==> config.mk <==
export PLATFORM = sky130hd
export DESIGN_NAME = i2s_dac_tx
export DESIGN_NICKNAME = d
export VERILOG_FILES = /design/src/rtl/theremin_audio_pkg.sv /design/src/rtl/i2s_clk_gen.sv /design/src/rtl/i2s_dac_tx.sv
export SDC_FILE = /design/constraint.sdc
export NUM_CORES = 1
export LEC_CHECK = 0
export ABC_CLOCK_PERIOD_IN_PS = 2400
export CORE_ASPECT_RATIO = 0.75
export CORE_MARGIN = 5
export CORE_UTILIZATION = 55
export CTS_CLUSTER_DIAMETER = 60
export DETAILED_ROUTE_END_ITERATION = 7
export PLACE_DENSITY_LB_ADDON = 0.08
export SYNTH_ARGS = -nofsm -noshare
export SYNTH_HDL_FRONTEND = slang
export SYNTH_SLANG_ARGS = --single-unit
export TNS_END_PERCENT = 10
==> constraint.sdc <==
create_clock -name clk_clk -period 2.4 [get_ports clk_clk]
set_input_delay 0.48 -clock clk_clk [delete_from_list [all_inputs] [get_ports clk_clk]]
set_output_delay 0.48 -clock clk_clk [all_outputs]
set_load 0.01 [all_outputs]
==> src/rtl/theremin_audio_pkg.sv <==
// Shared definitions for the theremin audio path.
//   SAMPLE_W         : PCM width per channel (two's complement, MSB-first)
//   SLOT_BITS        : BCLK periods per channel half of an I2S frame
//   FRAME_BITS       : BCLK periods per stereo frame
//   BCLK_DIV_DEFAULT : clk cycles per BCLK half-period at 50 MHz
//   stereo_sample_t  : one stereo PCM sample {left, right}
package theremin_audio_pkg;

   localparam int SAMPLE_W         = 16;
   localparam int SLOT_BITS        = 32;
   localparam int FRAME_BITS       = 64;
   localparam int BCLK_DIV_DEFAULT = 8;

   typedef struct packed {
      logic [SAMPLE_W-1:0] left;
      logic [SAMPLE_W-1:0] right;
   } stereo_sample_t;

endpackage

==> src/rtl/i2s_clk_gen.sv <==
// Bit-clock generator for the I2S transmitter.
// Ports:
//   clk   (in)  : system clock
//   reset (in)  : synchronous active-high reset
//   bclk  (out) : bit clock, toggles every BCLK_DIV clk cycles
//   fall  (out) : strobe, high in the cycle whose edge takes bclk 1->0
module i2s_clk_gen #(
   parameter int BCLK_DIV = 8
) (
   input  logic clk,
   input  logic reset,
   output logic bclk,
   output logic fall
);

   localparam int CW = (BCLK_DIV > 1) ? $clog2(BCLK_DIV) : 1;
   localparam logic [CW-1:0] LAST = CW'(BCLK_DIV - 1);

   logic [CW-1:0] div_cnt;
   logic          wrap;

   assign wrap = (div_cnt == LAST);
   // Combinational so the consumer updates on the same edge that drops bclk.
   assign fall = wrap & bclk;

   always_ff @(posedge clk) begin
      if (reset) begin
         div_cnt <= '0;
         bclk    <= 1'b0;
      end else if (wrap) begin
         div_cnt <= '0;
         bclk    <= ~bclk;
      end else begin
         div_cnt <= div_cnt + 1'b1;
      end
   end

endmodule

==> src/rtl/i2s_dac_tx.sv <==
// I2S transmitter for the WM8731 DAC (codec in slave mode).
// Accepts stereo PCM samples on a valid/ready sink and serialises them
// MSB-first with the standard one-BCLK delay after each LRCK edge.
// Ports:
//   clk_clk      (in)  : system clock
//   reset_reset  (in)  : synchronous active-high reset
//   snk_valid    (in)  : stereo sample present
//   snk_ready    (out) : holding register empty
//   snk_left     (in)  : left sample
//   snk_right    (in)  : right sample
//   aud_bclk     (out) : bit clock to codec
//   aud_daclrck  (out) : 0 = left channel, 1 = right channel
//   aud_dacdat   (out) : serial data, changes on BCLK falling edges
//   underrun     (out) : one-cycle pulse when a frame starts with no new sample
//   underrun_cnt (out) : saturating underrun count
// Handshake: a transfer happens on a clk edge where snk_valid and snk_ready
// are both high; snk_valid may rise at any time, and the data must be held
// stable while snk_valid is high and snk_ready is low.
module i2s_dac_tx #(
   parameter int SAMPLE_W = theremin_audio_pkg::SAMPLE_W,
   parameter int BCLK_DIV = theremin_audio_pkg::BCLK_DIV_DEFAULT
) (
   input  logic                clk_clk,
   input  logic                reset_reset,
   input  logic                snk_valid,
   output logic                snk_ready,
   input  logic [SAMPLE_W-1:0] snk_left,
   input  logic [SAMPLE_W-1:0] snk_right,
   output logic                aud_bclk,
   output logic                aud_daclrck,
   output logic                aud_dacdat,
   output logic                underrun,
   output logic [15:0]         underrun_cnt
);

   import theremin_audio_pkg::*;

   localparam logic [5:0] LAST_BIT = 6'(FRAME_BITS - 1);

   logic                bclk;
   logic                fall;
   logic [5:0]          bit_cnt;
   logic [5:0]          bit_cnt_nxt;
   logic                hold_full;
   logic [SAMPLE_W-1:0] hold_left;
   logic [SAMPLE_W-1:0] hold_right;
   logic [SAMPLE_W-1:0] shadow_left;
   logic [SAMPLE_W-1:0] shadow_right;
   logic                accept;
   logic                frame_start;
   logic [4:0]          slot;
   logic [SAMPLE_W-1:0] chan;
   logic [SAMPLE_W-1:0] shifted;
   logic                next_bit;

   i2s_clk_gen #(
      .BCLK_DIV (BCLK_DIV)
   ) u_clk_gen (
      .clk   (clk_clk),
      .reset (reset_reset),
      .bclk  (bclk),
      .fall  (fall)
   );

   assign aud_bclk    = bclk;
   assign aud_daclrck = bit_cnt[5];
   assign snk_ready   = ~hold_full & ~reset_reset;
   assign accept      = snk_valid & snk_ready;
   assign frame_start = fall & (bit_cnt == LAST_BIT);
   assign bit_cnt_nxt = bit_cnt + 6'd1;

   // Bit for the slot being entered on this fall strobe. Slot 0 is the
   // I2S delay bit; slots 1..SAMPLE_W carry MSB..LSB; the rest pad with 0.
   // At frame start the slot is 0, so the shadow reload on that same edge
   // never races with the data path.
   always_comb begin
      slot     = bit_cnt_nxt[4:0];
      chan     = bit_cnt_nxt[5] ? shadow_right : shadow_left;
      shifted  = chan << (slot - 5'd1);
      next_bit = 1'b0;
      if (slot != 5'd0 && int'(slot) <= SAMPLE_W) begin
         next_bit = shifted[SAMPLE_W-1];
      end
   end

   always_ff @(posedge clk_clk) begin
      if (reset_reset) begin
         bit_cnt      <= '0;
         aud_dacdat   <= 1'b0;
         hold_full    <= 1'b0;
         hold_left    <= '0;
         hold_right   <= '0;
         shadow_left  <= '0;
         shadow_right <= '0;
         underrun     <= 1'b0;
         underrun_cnt <= '0;
      end else begin
         underrun <= 1'b0;

         if (fall) begin
            bit_cnt    <= bit_cnt_nxt;
            aud_dacdat <= next_bit;
         end

         // Frame start uses the hold state from before this edge, so a
         // sample accepted in the same cycle waits for the next frame.
         if (frame_start) begin
            if (hold_full) begin
               shadow_left  <= hold_left;
               shadow_right <= hold_right;
            end else begin
               underrun <= 1'b1;
               if (underrun_cnt != 16'hFFFF) begin
                  underrun_cnt <= underrun_cnt + 16'd1;
               end
            end
         end

         // accept requires hold empty, so it never collides with a load.
         if (accept) begin
            hold_left  <= snk_left;
            hold_right <= snk_right;
            hold_full  <= 1'b1;
         end else if (frame_start && hold_full) begin
            hold_full <= 1'b0;
         end
      end
   end

endmodule
## Yosys cells after proc, flatten, opt, wreduce, memory -nomap -nowiden

Index checks and enable logic that the tools add are counted.

- Flip-flop bits (word level): 93
- Input port bits: 35
- Output and inout port bits: 21
- Logic and storage cells: 41

- $add $sub $neg: 4
- Order comparisons: 1
- Equality and inequality tests: 3
- Shift-type cells: 1
- Mux-type cells: 5
- Bitwise logic cells: 8
- Reduce and logical (&&, ||, !) cells: 8

Operator list:

| cell | number |
|---|---|
| $add 16x1->16 const B | 1 |
| $mux 16 | 1 |
| $ne 16x16->1 const B | 1 |
| $shl 16x5->16 | 1 |
| $add 6x1->6 const B | 1 |
| $eq 6x6->1 const B | 1 |
| $le 5x5->1 const B | 1 |
| $reduce_bool 5->1 | 1 |
| $sub 5x1->5 const B | 1 |
| $and 1x1->1 | 4 |
| $mux 1 | 4 |
| $not 1->1 | 4 |
| $reduce_or 2->1 | 2 |
| $add 3x1->3 const B | 1 |
| $eq 3x3->1 const B | 1 |
| $reduce_and 3->1 | 1 |
| $logic_and 1x1->1 | 2 |
| $reduce_and 2->1 | 1 |
| $reduce_bool 2->1 | 1 |

## Longest topological paths before layout

- Depth after elaboration: 6
- Mapped depth: 10
- Gate-level depth less buffers: 8

## Modules after synthesis

From an unflattened synthesis, not the netlist that was laid out.

- Cells, all modules: 496
- Area total of the unflattened synthesis: 4,076.4 µm²

Modules (own cells, without submodules):

| module | times used | cells each | area each (µm²) | seq. area each (µm²) |
|---|---|---|---|---|
| i2s_dac_tx | 1 | 484 | 3,931.3 | 1,781.7 |
| i2s_clk_gen | 1 | 12 | 145.1 | 80.1 |

## Least setup slack after synthesis

No wires, ideal clock.

- Kind: reg-to-reg
- From: register u_clk_gen.div_cnt[0]
- To: register underrun_cnt[13]
- Setup time: 0.128 ns
- Data arrival time: 2.027 ns
- Required time: 2.272 ns
- Path slack: 0.245 ns
- Stages on the path, launching flop included: 11
- Buffers on the path: 2
- Period minus slack after synthesis: 2.155 ns
- Path through: dfxtp_1 > ha_1 > ha_1 > clkbuf_1 > nand3_1 > nor4_1 > o21ai_1 > clkbuf_1 > nor3_1 > xnor2_1 > nor2_1

- Cells in the longest elaborated chain, start to end: 4

Ends and longest elaborated chain:

| what | line | text |
|---|---|---|
| from (decl) | i2s_clk_gen.sv:19 | `logic [CW-1:0] div_cnt;` |
| from (signal assigned) | i2s_clk_gen.sv:34 | `div_cnt <= div_cnt + 1'b1;` |
| $eq 3x3->1 | i2s_clk_gen.sv:22 | `assign wrap = (div_cnt == LAST);` |
| $and 1x1->1 | i2s_clk_gen.sv:24 | `assign fall = wrap & bclk;` |
| $and 1x1->1 | i2s_dac_tx.sv:69 | `assign frame_start = fall & (bit_cnt == LAST_BIT);` |
| $reduce_and 3->1 (no line) | n/a |  |
| to (signal assigned) | i2s_dac_tx.sv:114 | `underrun_cnt <= underrun_cnt + 16'd1;` |
| to (decl) | i2s_dac_tx.sv:33 | `output logic [15:0] underrun_cnt` |

Every way passes these cells.
A chain may end at the register's enable or synchronous reset.

## Final worst setup path

- From: register bit_cnt[1]
- To: register aud_dacdat

- Cells in the longest elaborated chain, start to end: 4
- Elaborated cells on any way between the ends: 8
- Classes of those cells: add/sub: 2; order compare: 1; shift: 1; mux: 2; reduce/logical: 2

Ends and longest elaborated chain:

| what | line | text |
|---|---|---|
| from (decl) | i2s_dac_tx.sv:42 | `logic [5:0] bit_cnt;` |
| from (signal assigned) | i2s_dac_tx.sv:101 | `bit_cnt <= bit_cnt_nxt;` |
| $add 6x1->6 (*) | i2s_dac_tx.sv:70 | `assign bit_cnt_nxt = bit_cnt + 6'd1;` |
| via bit_cnt_nxt[1] | i2s_dac_tx.sv:43 | `logic [5:0] bit_cnt_nxt;` |
| $sub 5x1->5 (tied with other cells) | i2s_dac_tx.sv:79 | `shifted = chan << (slot - 5'd1);` |
| $shl 16x5->16 / $logic_and 1x1->1 (equally long branches) | i2s_dac_tx.sv:79, i2s_dac_tx.sv:81 |  |
| $mux 1 (*) | i2s_dac_tx.sv:81 | `if (slot != 5'd0 && int'(slot) <= SAMPLE_W) begin` |
| to (signal assigned) | i2s_dac_tx.sv:102 | `aud_dacdat <= next_bit;` |
| to (decl) | i2s_dac_tx.sv:31 | `output logic aud_dacdat,` |

Mark *: on every way through the listed nets, which the timed path passes. The rest lies on a longest branch.

==> summary.txt <==
Run status
  • Status: finished clean

STA
  • Max-slew headroom: 49.6%
  • Worst Slack Setup Final: 0.158 ns
  • Final hold vios: 0
  • Pins over their slew limit: 0
  • Achievable frequency: 0.446 GHz
  • Crit share post-route: 93.4%
  • Post-layout min period: 2.24 ns
  • Least-Margin Pin Slew: 0.757 ns
  • Fin Hold WS: 0.425 ns
  • Final setup vio count: 0
  • Clock skew: 0.0119 ns

Die
  • Num ports: 56
  • Chip height: 85.8 um
  • Chip Width: 111 um
  • Initial core utilization: 57.0%
  • Num rows: 27
  • Core ar.: 7400 um2
  • Die area: 9530 um2

Critical path
  • Worst Setup Start Kind: register
  • Critical R2R Launch: bit_cnt[1]
  • CP cell instances: ha_1, nand2b_1, nor2_1, a221o_1, o311a_1, a2111oi_1
  • Max incr delay on CP: 0.39 ns
  • R2R Setup Slk: 0.16 ns
  • Slowest cell on the critical path: dfxtp_1
  • Crit. End Element: register
  • CP delay by family, top: compound AO/OA/AOI/OAI gates
  • Worst Path Buf+Inv: 0
  • R2R cell count: 6
  • Critical path peak fanout: 7
  • Worst EP arrival: 2.50 ns
  • Worst setup path class: reg2reg
  • Critical path data required time: 2.66 ns
  • RR Endpoint: aud_dacdat

Final layout
  • Fill cell count: 608
  • Post-route cell area: 5130 um2
  • Layout overhead on the synthesized area: 21.9%
  • Nets: 626
  • # diodes: 0
  • Proportion of layout cells with a drive suffix above 1: 8.46%

Hold path
  • Hold crit path type: in2reg
  • Hold Crit Depth: 2
  • HP Start: reset_reset
  • Worst Hold Path EP: shadow_left[15]

Place
  • DP Area: 4880 um2
  • Pre-CTS setup slack: -0.00942 ns
  • Hpwl dp: 7220 um
  • Gpl congestion: 0.927
  • IO buf count: 55

GRT
  • All-Layer GR Usage: 22.3%
  • Initial antenna violation count: 0
  • Vias in the first global route: 3462
  • Largest net degree at the start of global routing: 85
  • Global route overflow: 0
  • First-pass GRT wire length: 17200 um

Route
  • DRT iter0 DRCs: 216
  • Vias per cell: 5.44
  • ANT nets after route: 0
  • DRC viols: 0
  • DR pass1 iterations: 5
  • Routed via count: 3765
  • Detailed Route WL: 10300 um
  • Wire length per cell: 15.0 um

Yosys
  • Post-synthesis cell type count: 55
  • Post-synthesis sequential area ratio: 44.2%
  • Synth Instances: 539
  • Ys flop type: dfxtp_1
  • Post-synth EDFFs: 0
  • Synthesis-stage register bit count: 93
  • Mean area per synthesized cell: 7.82 um2
  • Mapped Area: 4210 um2
  • YS warnings: 0
  • Post-Syn Nets: 579
  • Ys async rst share: 0%

Pwr
  • VDD IR-drop max: 0.491 mV
  • Power per cell area: 565 nW/um2
  • Leakage Power: 1.72 nW

Clocking
  • H-tree depth: 3
  • Worst-path clk slew: 0.09 ns
  • TritonCTS clock tree: built
  • Clock sinks: 93
  • Root buf cell: clkbuf_8
  • CTS Buf Count: 9
  • Clk Latency, worst-skew pair: 0.37 ns
  • Cts hold-fix bufs: 0
  • CTS Buffer Depth: 2

Run
  • Max cap viols: 0
## layout by cell type, fill, tap and decap left out, drive strengths merged, types with 3 or more instances in the layout
cell type / count
a2111oi: 5
a21oi: 45
a311oi: 3
a31oi: 5
and2: 6
and3: 3
buf: 21
clkbuf: 9
clkdlybuf4s50: 54
dfxtp: 93
ha: 5
inv: 11
mux2i: 4
nand2: 125
nand2b: 37
nand3: 14
nor2: 29
nor2b: 3
nor3: 13
nor3b: 3
nor4: 3
o211ai: 4
o21ai: 41
or3: 8
xnor2: 14
xor2: 3
## sequential cells by signal, indices dropped and copies added (netlist names), 3 cells and up
register,cells
u_clk_gen.div_cnt,3
bit_cnt,6
shadow_left,16
shadow_right,16
hold_left,16
hold_right,16
underrun_cnt,16
## how the worst max path moves through the flow
stage,from,end,slack (ns),cells after the start
after floorplan,u_clk_gen.div_cnt[0],underrun_cnt[13],0.25,10
after global placement,bit_cnt[0],aud_dacdat,0.07,6
after detailed placement,u_clk_gen.div_cnt[0],underrun_cnt[15],-0.009,8
after CTS,bit_cnt[0],aud_dacdat,0.04,6
after global routing,bit_cnt[1],aud_dacdat,-0.009,6
final,bit_cnt[1],aud_dacdat,0.16,6
## synthesized netlist by cell type (4+ instances only)
library cell,count,area [um2]
mux2i_1,4,40.0
o211ai_1,4,30.0
ha_1,5,62.6
buf_2,4,20.0
o21ai_0,40,200
nor3_1,13,65.1
and2_1,5,31.3
or3_1,7,43.8
xnor2_1,14,123
nand2b_1,37,231
a21oi_1,45,225
inv_1,9,33.8
nor2_1,28,105
dfxtp_1,93,1860
a31oi_1,5,31.3
clkbuf_1,31,116
nand2_1,124,465
nand3_1,13,65.1
a2111oi_0,4,35.0
## metal layers
metal	vias to the layer above	routed length (um)	GRT usage [%]	share of wire, %
met3	11	598	5.43	5.8
li1	1921	-	-	-
met2	109	4500	33.9	44
met4	0	111	6.52	1.1
met1	1724	5130	31.5	50
met5	-	0	0	0
## area by class of cell
class | count | area (um2) | area share (%)
multi-input combinational | 398 | 2170 | 42.3
sequential | 93 | 1860 | 36.3
timing repair buffer | 75 | 721 | 14.0
tap | 101 | 126 | 2.46
clock buffer | 9 | 124 | 2.41
clock inverter | 7 | 95.1 | 1.85
inverter | 9 | 33.8 | 0.658
## power by group
group / switching (mW) / internal (mW)
Sequential: 0.0227 / 1.58
Clock: 0.557 / 0.590
Combinational: 0.0620 / 0.0837
## logic make-up (layout without fill, tap and decap cells)
kind of cell,count (synthesis),count (layout),synth area share [%]
simple gates,250,250,27.8
compound gates,122,122,17.3
flops,93,93,44.2
buf+inv,48,100,4.75
xor+xnor,17,17,3.53
fa+ha+maj,5,5,1.48
mux,4,4,0.950
## through the flow
stage               setup TNS, ns  util, %  cells  power, mW
floorplan                       0        -    539       1.71
global placement                0     66.0    674       1.78
detailed placement       -0.00942     66.0    674       1.79
CTS                             0     69.1    690       2.93
global route             -0.00916     69.4    692       3.02
finish                          0     69.4    692       2.90
## what timing repair did
item,in CTS,in global routing
resized for setup,2,7
endpoints found under the setup margin,8,2
buffers inserted,0,2
pin swaps,0,1
(Power assumes the default switching activity.)
